### src/rtl/wdt_kicker.sv
// Watchdog servicer: keeps a cycle-count watchdog alive with periodic one-cycle kicks while heartbeats arrive.
// Optional kick statistics counter (kick_cnt_o) is enabled by defining WDT_KICKER_STATS_EN.
module wdt_kicker #(
    parameter int KICK_PERIOD = 64,
    parameter int MAX_MISS    = 3,
    parameter int CNT_W       = 7
) (
    input  logic       clk,
    input  logic       rst,
    input  logic       en,
    input  logic       alive,
    input  logic       wdt_bite,
    output logic       wd_en_o,
    output logic       kick_o,
    output logic       fault_o,
    output logic       bite_o,
    output logic [3:0] miss_o
`ifdef WDT_KICKER_STATS_EN
    ,
    output logic [15:0] kick_cnt_o
`endif
);

    typedef enum logic [1:0] {
        IDLE  = 2'd0,
        RUN   = 2'd1,
        KICK  = 2'd2,
        FAULT = 2'd3
    } state_t;

    localparam logic [CNT_W-1:0] LAST_CNT   = CNT_W'(KICK_PERIOD - 1);
    localparam logic [3:0]       MISS_LIMIT = 4'(MAX_MISS);

    state_t           state;
    logic [CNT_W-1:0] cnt;
    logic             alive_seen;
    logic [3:0]       miss_inc;
    logic             kick_now;

    assign miss_inc = miss_o + 4'd1;

    // A kick is granted at the last cycle of a period if a heartbeat was seen anywhere in it,
    // including that very cycle; enable-drop and bite both pre-empt the decision.
    assign kick_now = en && !wdt_bite && (state == RUN) && (cnt == LAST_CNT) && (alive_seen || alive);

    // Outputs are registered alongside the state so they reflect the state being entered.
    always_ff @(posedge clk or posedge rst) begin
        if (rst) begin
            state      <= IDLE;
            cnt        <= '0;
            alive_seen <= 1'b0;
            miss_o     <= 4'd0;
            wd_en_o    <= 1'b0;
            kick_o     <= 1'b0;
            fault_o    <= 1'b0;
            bite_o     <= 1'b0;
        end else begin
            kick_o <= 1'b0;
            if (wdt_bite && state != IDLE) begin
                bite_o <= 1'b1;
            end

            if (!en) begin
                state      <= IDLE;
                cnt        <= '0;
                alive_seen <= 1'b0;
                miss_o     <= 4'd0;
                wd_en_o    <= 1'b0;
                fault_o    <= 1'b0;
            end else begin
                case (state)
                    IDLE: begin
                        state      <= RUN;
                        cnt        <= '0;
                        alive_seen <= 1'b0;
                        miss_o     <= 4'd0;
                        wd_en_o    <= 1'b1;
                    end
                    RUN, KICK: begin
                        if (wdt_bite) begin
                            state   <= FAULT;
                            wd_en_o <= 1'b1;
                            fault_o <= 1'b1;
                        end else if (state == KICK) begin
                            // A heartbeat during the kick cycle counts toward the new period.
                            state      <= RUN;
                            cnt        <= '0;
                            alive_seen <= alive;
                            wd_en_o    <= 1'b1;
                        end else if (cnt == LAST_CNT) begin
                            cnt        <= '0;
                            alive_seen <= 1'b0;
                            if (kick_now) begin
                                state   <= KICK;
                                miss_o  <= 4'd0;
                                wd_en_o <= 1'b0;
                                kick_o  <= 1'b1;
                            end else if (miss_inc >= MISS_LIMIT) begin
                                state   <= FAULT;
                                miss_o  <= MISS_LIMIT;
                                wd_en_o <= 1'b1;
                                fault_o <= 1'b1;
                            end else begin
                                miss_o <= miss_inc;
                            end
                        end else begin
                            cnt        <= cnt + 1'b1;
                            alive_seen <= alive_seen | alive;
                        end
                    end
                    FAULT: begin
                        wd_en_o <= 1'b1;
                        fault_o <= 1'b1;
                    end
                    default: begin
                        state   <= IDLE;
                        wd_en_o <= 1'b0;
                        fault_o <= 1'b0;
                    end
                endcase
            end
        end
    end

`ifdef WDT_KICKER_STATS_EN
    // Lifetime kick count; survives service disable and saturates instead of wrapping.
    always_ff @(posedge clk or posedge rst) begin
        if (rst) begin
            kick_cnt_o <= 16'd0;
        end else if (kick_now && kick_cnt_o != 16'hFFFF) begin
            kick_cnt_o <= kick_cnt_o + 16'd1;
        end
    end
`endif

endmodule

### config.mk
export PLATFORM = sky130hd
export DESIGN_NAME = wdt_kicker
export DESIGN_NICKNAME = d
export VERILOG_FILES = /design/src/rtl/wdt_kicker.sv
export SDC_FILE = /design/constraint.sdc
export NUM_CORES = 1
export LEC_CHECK = 0
export ABC_AREA = 0
export CORE_MARGIN = 2
export CORE_UTILIZATION = 58
export CTS_CLUSTER_SIZE = 12
export DETAILED_ROUTE_END_ITERATION = 10
export PLACE_DENSITY = 0.87
export SLEW_MARGIN = 0
export SYNTH_ARGS = -nofsm -noshare
export SYNTH_HDL_FRONTEND = slang
export SYNTH_SLANG_ARGS = --single-unit
export TNS_END_PERCENT = 10
### constraint.sdc
create_clock -name clk -period 3.2 [get_ports clk]
set_input_delay 0.48 -clock clk [delete_from_list [all_inputs] [get_ports clk]]
set_output_delay 0.48 -clock clk [all_outputs]
set_load 0.01 [all_outputs]
# Word level (Yosys, flattened, before mapping)
# Index checks and enable logic that the tools add are counted.
[op_classes]
shift = 0
n_div = 0
n_reduce_logical = 16
n_lt_le_gt_ge = 1
n_bitwise = 1
n_mul = 0
add_sub_neg = 2
n_eq_ne = 15
mux = 43
[op_table]
columns = ["cell", "count"]
rows = [
  ["7-bit two-way mux", 4],
  ["4-bit two-way mux", 6],
  ["1-bit two-way mux", 21],
  ["4-bit inequality test (second input constant)", 4],
  ["7-bit one-hot mux with 2 select lines", 1],
  ["2-bit two-way mux", 6],
  ["3-bit inequality test (second input constant)", 3],
  ["4-bit one-hot mux with 2 select lines", 1],
  ["7-bit by 1-bit adder with 7-bit output (second input constant)", 1],
  ["7-bit by 6-bit == test with 1-bit output (second input constant)", 1],
  ["3-bit by 1-bit inequality test with 1-bit output (second input constant)", 2],
  ["6-bit inequality test (second input constant)", 1],
  ["1-bit one-hot mux with 2 select lines", 3],
  ["1-bit logical AND", 5],
  ["5-bit inequality test (second input constant)", 1],
  ["5-bit AND reduction", 1],
  ["4-bit by 1-bit adder with 4-bit output (second input constant)", 1],
  ["2-bit == test (second input constant)", 2],
  ["4-bit by 2-bit >= comparator with 1-bit output (second input constant)", 1],
  ["2-bit one-hot mux with 2 select lines", 1],
  ["2-bit AND reduction", 2],
  ["4-bit AND reduction", 1],
  ["2-bit OR reduction", 2],
  ["3-bit AND reduction", 1],
  ["6 further kinds", 6],
]
[word_totals]
register_bits = 18
elab_cells = 86
input_bits = 5
mem_count = 0
rom_bits = 0
latch_bits = 0
ram_bits = 0

# Logic depth before layout (Yosys ltp)
[depth]
depth_word = 11
mapped_depth = 7
depth_no_buf = 7

# Least setup slack after synthesis
# Ideal clock, no wire load.
[synth_path]
path_kind = "register to register"
start = "register miss_o[0]"
end = "register wd_en_o"
path_slack_ns = 1.347
path_buffers = 0
stages_incl_launch_ff = 8
arrival_time_ns = 1.774
cell_sequence = "dfrtp_1 -> inv_1 -> ha_1 -> or4_4 -> o2111ai_2 -> a21oi_2 -> nor2_2 -> mux2i_1"
[synth_between]
elab_chain_len = 4
[synth_rtl]
columns = ["item", "line", "rtl"]
rows = [
  ["from (decl)", "17", "output logic [3:0] miss_o"],
  ["from (signal assigned)", "104", "miss_o <= miss_inc;"],
  ["4-bit by 1-bit adder with 4-bit output", "40", "assign miss_inc = miss_o + 4'd1;"],
  ["4-bit by 2-bit >= comparator with 1-bit output", "98", "end else if (miss_inc >= MISS_LIMIT) begin"],
  ["6-bit inequality test (no source line)", "--", ""],
  ["2-bit AND reduction (no source line)", "--", ""],
  ["to (signal assigned)", "53", "wd_en_o <= 1'b0;"],
  ["to (signal assigned)", "96", "wd_en_o <= 1'b0;"],
  ["to (signal assigned)", "101", "wd_en_o <= 1'b1;"],
  ["to (decl)", "13", "output logic wd_en_o,"],
]
# No other way between the ends.
# A chain may end at the register's enable or synchronous reset.

# Worst setup path after layout
[layout_path]
start = "register state[1]"
end = "register cnt[5]"
[layout_between]
elab_chain_len = 5
elab_cells_between_ends = 11
cone_classes = "eq/ne: 4; mux: 4; reduce/logical: 3"
[layout_rtl]
columns = ["item", "line", "rtl"]
rows = [
  ["from (decl)", "34", "state_t state;"],
  ["from (signal assigned)", "49", "state <= IDLE;"],
  ["from (signal assigned)", "64", "state <= IDLE;"],
  ["from (signal assigned)", "73", "state <= RUN;"],
  ["2-bit == test", "71, 84", ""],
  ["7-bit two-way mux", "84", "end else if (state == KICK) begin"],
  ["7-bit two-way mux", "80", "if (wdt_bite) begin"],
  ["7-bit one-hot mux with 2 select lines", "71", "case (state)"],
  ["7-bit two-way mux", "63", "if (!en) begin"],
  ["to (signal assigned)", "107", "cnt <= cnt + 1'b1;"],
  ["to (decl)", "35", "logic [CNT_W-1:0] cnt;"],
]
# Parallel ways exist; a longest one is shown, timed or not. The select of a mux whose other input is x is not followed.

==> flow_summary.ini <==
[run_status]
status = finished, final reports clean

[power]
switching_share = 0.390
p_int_w = 0.000491
pwr-share-seq = 0.371
combPwrFrac = 0.448
peakVddDrop_v = 0.000531
leakage_nw = 0.566
power_frac_clock = 0.181
power.density_nw_per_um2 = 623
p_sw_w = 0.000313

[sta]
worst_pin_slew_ns = 0.679
hold_viol_final = 0
layout_worst_path_cycle_share = 0.616
layout_min_cycle_time_ns = 1.97
slew_violations = 0
max_freq_mhz = 507
finalSetupTns_ns = 0
finalSetupViolCount = 0
rsz0062_at_grt = no
clock_skew_ns = 0.00981
max_slew_margin = 0.547

[worst_setup_path]
critPathKind = register to register
cp_cell_sequence = inv_1 > ha_1 > nand2_1 > nor3_1 > nand2_1 > and2_1 > o31ai_1
arrival_ns = 2.19
endpoint_kind = register
critical_path.most_common_cell = nand2_1
startpoint_type = register
cp.required_ns = 3.42
timing.critical_path.slowest_stage_cell = dfrtp_1
cp_max_fo = 6
slowest_delay_ns = 0.43

[drt]
drt_iter0_markers = 18
drc = 0
ant_nets = 0
vias = 888
wire_per_inst_um = 13.8
wl_mm = 2.16
first_pass_iters = 4
vias_per_cell = 5.69

[logic_synthesis]
synth_area_leaders = dfrtp_1 41%, ha_1 9.1%, nand2_1 4.4%
synth_area_sq_um = 1100
netlist-cell-type-count = 41
avgSynthCellArea_sq_um = 9.60
synthFlopType = dfrtp_1
synth.most_common_cell = dfrtp_1
synth_top_area_share = 0.408
synthArstFlopShare = 1.00
synth-seq-cells = 18
synth-seq-area-share = 0.408
yosys_warnings = 0
synth_cells = 115
yosysTopAreaCell = dfrtp_1
synth_edf_count = 0
yosys-top-cells-count = 18 x dfrtp_1, 13 x nand2_1, 10 x inv_1
syn_nets = 128

[global_route]
grt_pass1_vias = 839
grt_use_met3 = 0.0566
grt_use_met2 = 0.411
grt.busiest_layer = met2
grt_max_degree = 19
grt_overflow = 0
grt_use_met1 = 0.261
antenna_found_initial = 0
track_usage = 0.232
grt_pass1_wl_mm = 3.61

[die]
die_h_um = 47.6
core_area_sq_um = 1760
pin_count = 13
die_x_um = 47.6
fp-row-count = 15
start_util = 0.626
die-area_sq_um = 2270

[clock_tree]
clkSinkCount = 18
clk_pin_slew_ns = 0.11
cts_buffers = 3
cts_tree = built
cts_buffer_depth = 2
cts-resized-gates = 0
cts_root_buf = clkbuf_4
post_cts_buffers = 0
clock_latency_ns = 0.30
postCtsHoldBufs = 0
htreeDepth = 1

[placed_design]
io_buffers = 12
dp_hpwl_mm = 1.66
gp_congestion = 0.861

[cells_and_area]
area_growth_pct = 17.0
fin_util = 0.732
finalNetCount = 145
drive_gt1_frac = 0.0992
antennaDiodeCount = 0

[job]
maxCapViolCount = 0

[worst_hold_path]
hp-class = register to register
-- critical path: cells and delay by family (launching register included) --
| kind | cells | cell delay [ns] |
|---|---|---|
| simple gates | 4 | 0.75 |
| buf+inv | 1 | 0.09 |
| flops | 1 | 0.43 |
| fa+ha+maj | 1 | 0.38 |
| compound gates | 1 | 0.24 |
-- final timing paths --
path                       slack [ns]     end  startpoint  cells past startpoint
max in group asynchronous        2.20  kick_o         rst                      2
min reg2reg                      0.52  bite_o      bite_o                      1
max                              1.23  cnt[5]    state[1]                      7
max reg2reg                      1.23  cnt[5]    state[1]                      7
min                              0.52  bite_o      bite_o                      1
min in group asynchronous        0.56  cnt[6]         rst                      2
-- registers in the layout, summed over array words and instances (netlist names) --
signal / cells
alive_seen: 1
state: 2
cnt: 7
miss_o: 4
fault_o: 1
bite_o: 1
kick_o: 1
wd_en_o: 1
-- layout make-up --
type                            count  area [sq um]
Multi-Input combinational cell     87           616
Tap cell                           25          31.3
Inverter                           10          37.5
Fill cell                         137           473
Clock buffer                        4          36.3
Timing Repair Buffer               12           120
Sequential cell                    18           450
-- through the flow --
step                instances  power, W  area (sq um)  setup slack (ns)  hold WS (ns)
floorplan                 115  0.000557          1100              1.35         0.419
global placement          152  0.000644          1250              1.07         0.453
detailed placement        152  0.000657          1250              1.05         0.495
CTS                       156  0.000801          1290              1.23         0.519
global route              156  0.000864          1290              1.02         0.562
finish                    156  0.000804          1290              1.23         0.516
-- power by group through the flow --
stage / Combinational [W] / Sequential, W / Clock [W]
finish: 0.000360 / 0.000299 / 0.000145
global placement: 0.000345 / 0.000300 / 0
detailed placement: 0.000354 / 0.000303 / 0
CTS: 0.000358 / 0.000299 / 0.000145
floorplan: 0.000254 / 0.000302 / 0
global route: 0.000404 / 0.000305 / 0.000155
-- cell usage in the layout, fill, tap and decap left out, types with 2 or more instances in the layout --
cell	Yosys	routed
dfrtp_1	18	18
nand2_1	13	13
clkdlybuf4s50_1	0	12
inv_1	10	10
ha_1	8	8
nor2_1	6	6
nand3_1	5	5
nand2b_1	4	4
o21ai_0	4	4
nor3_1	4	4
o31ai_1	3	3
mux2i_1	3	3
and2_1	3	3
xor2_1	3	3
clkbuf_4	0	3
a22o_1	2	2
or3_1	2	2
nor3b_1	2	2
-- kinds of logic after synthesis --
family                     synth area share
and+or+nand+nor                       0.240
adders and majority gates            0.0907
muxes                                0.0374
AOI/OAI and AO/OA                     0.158
buffers and inverters                0.0340
xor gates and xnor gates             0.0318
DFF                                   0.408
-- routing by layer --
metal / up-vias / routed length (um)
li1: 438 / -
met1: 412 / 935
met2: 29 / 1050
met3: 9 / 108
met4: 0 / 62
met5: - / 0
Power figures use the tool's default switching activity.
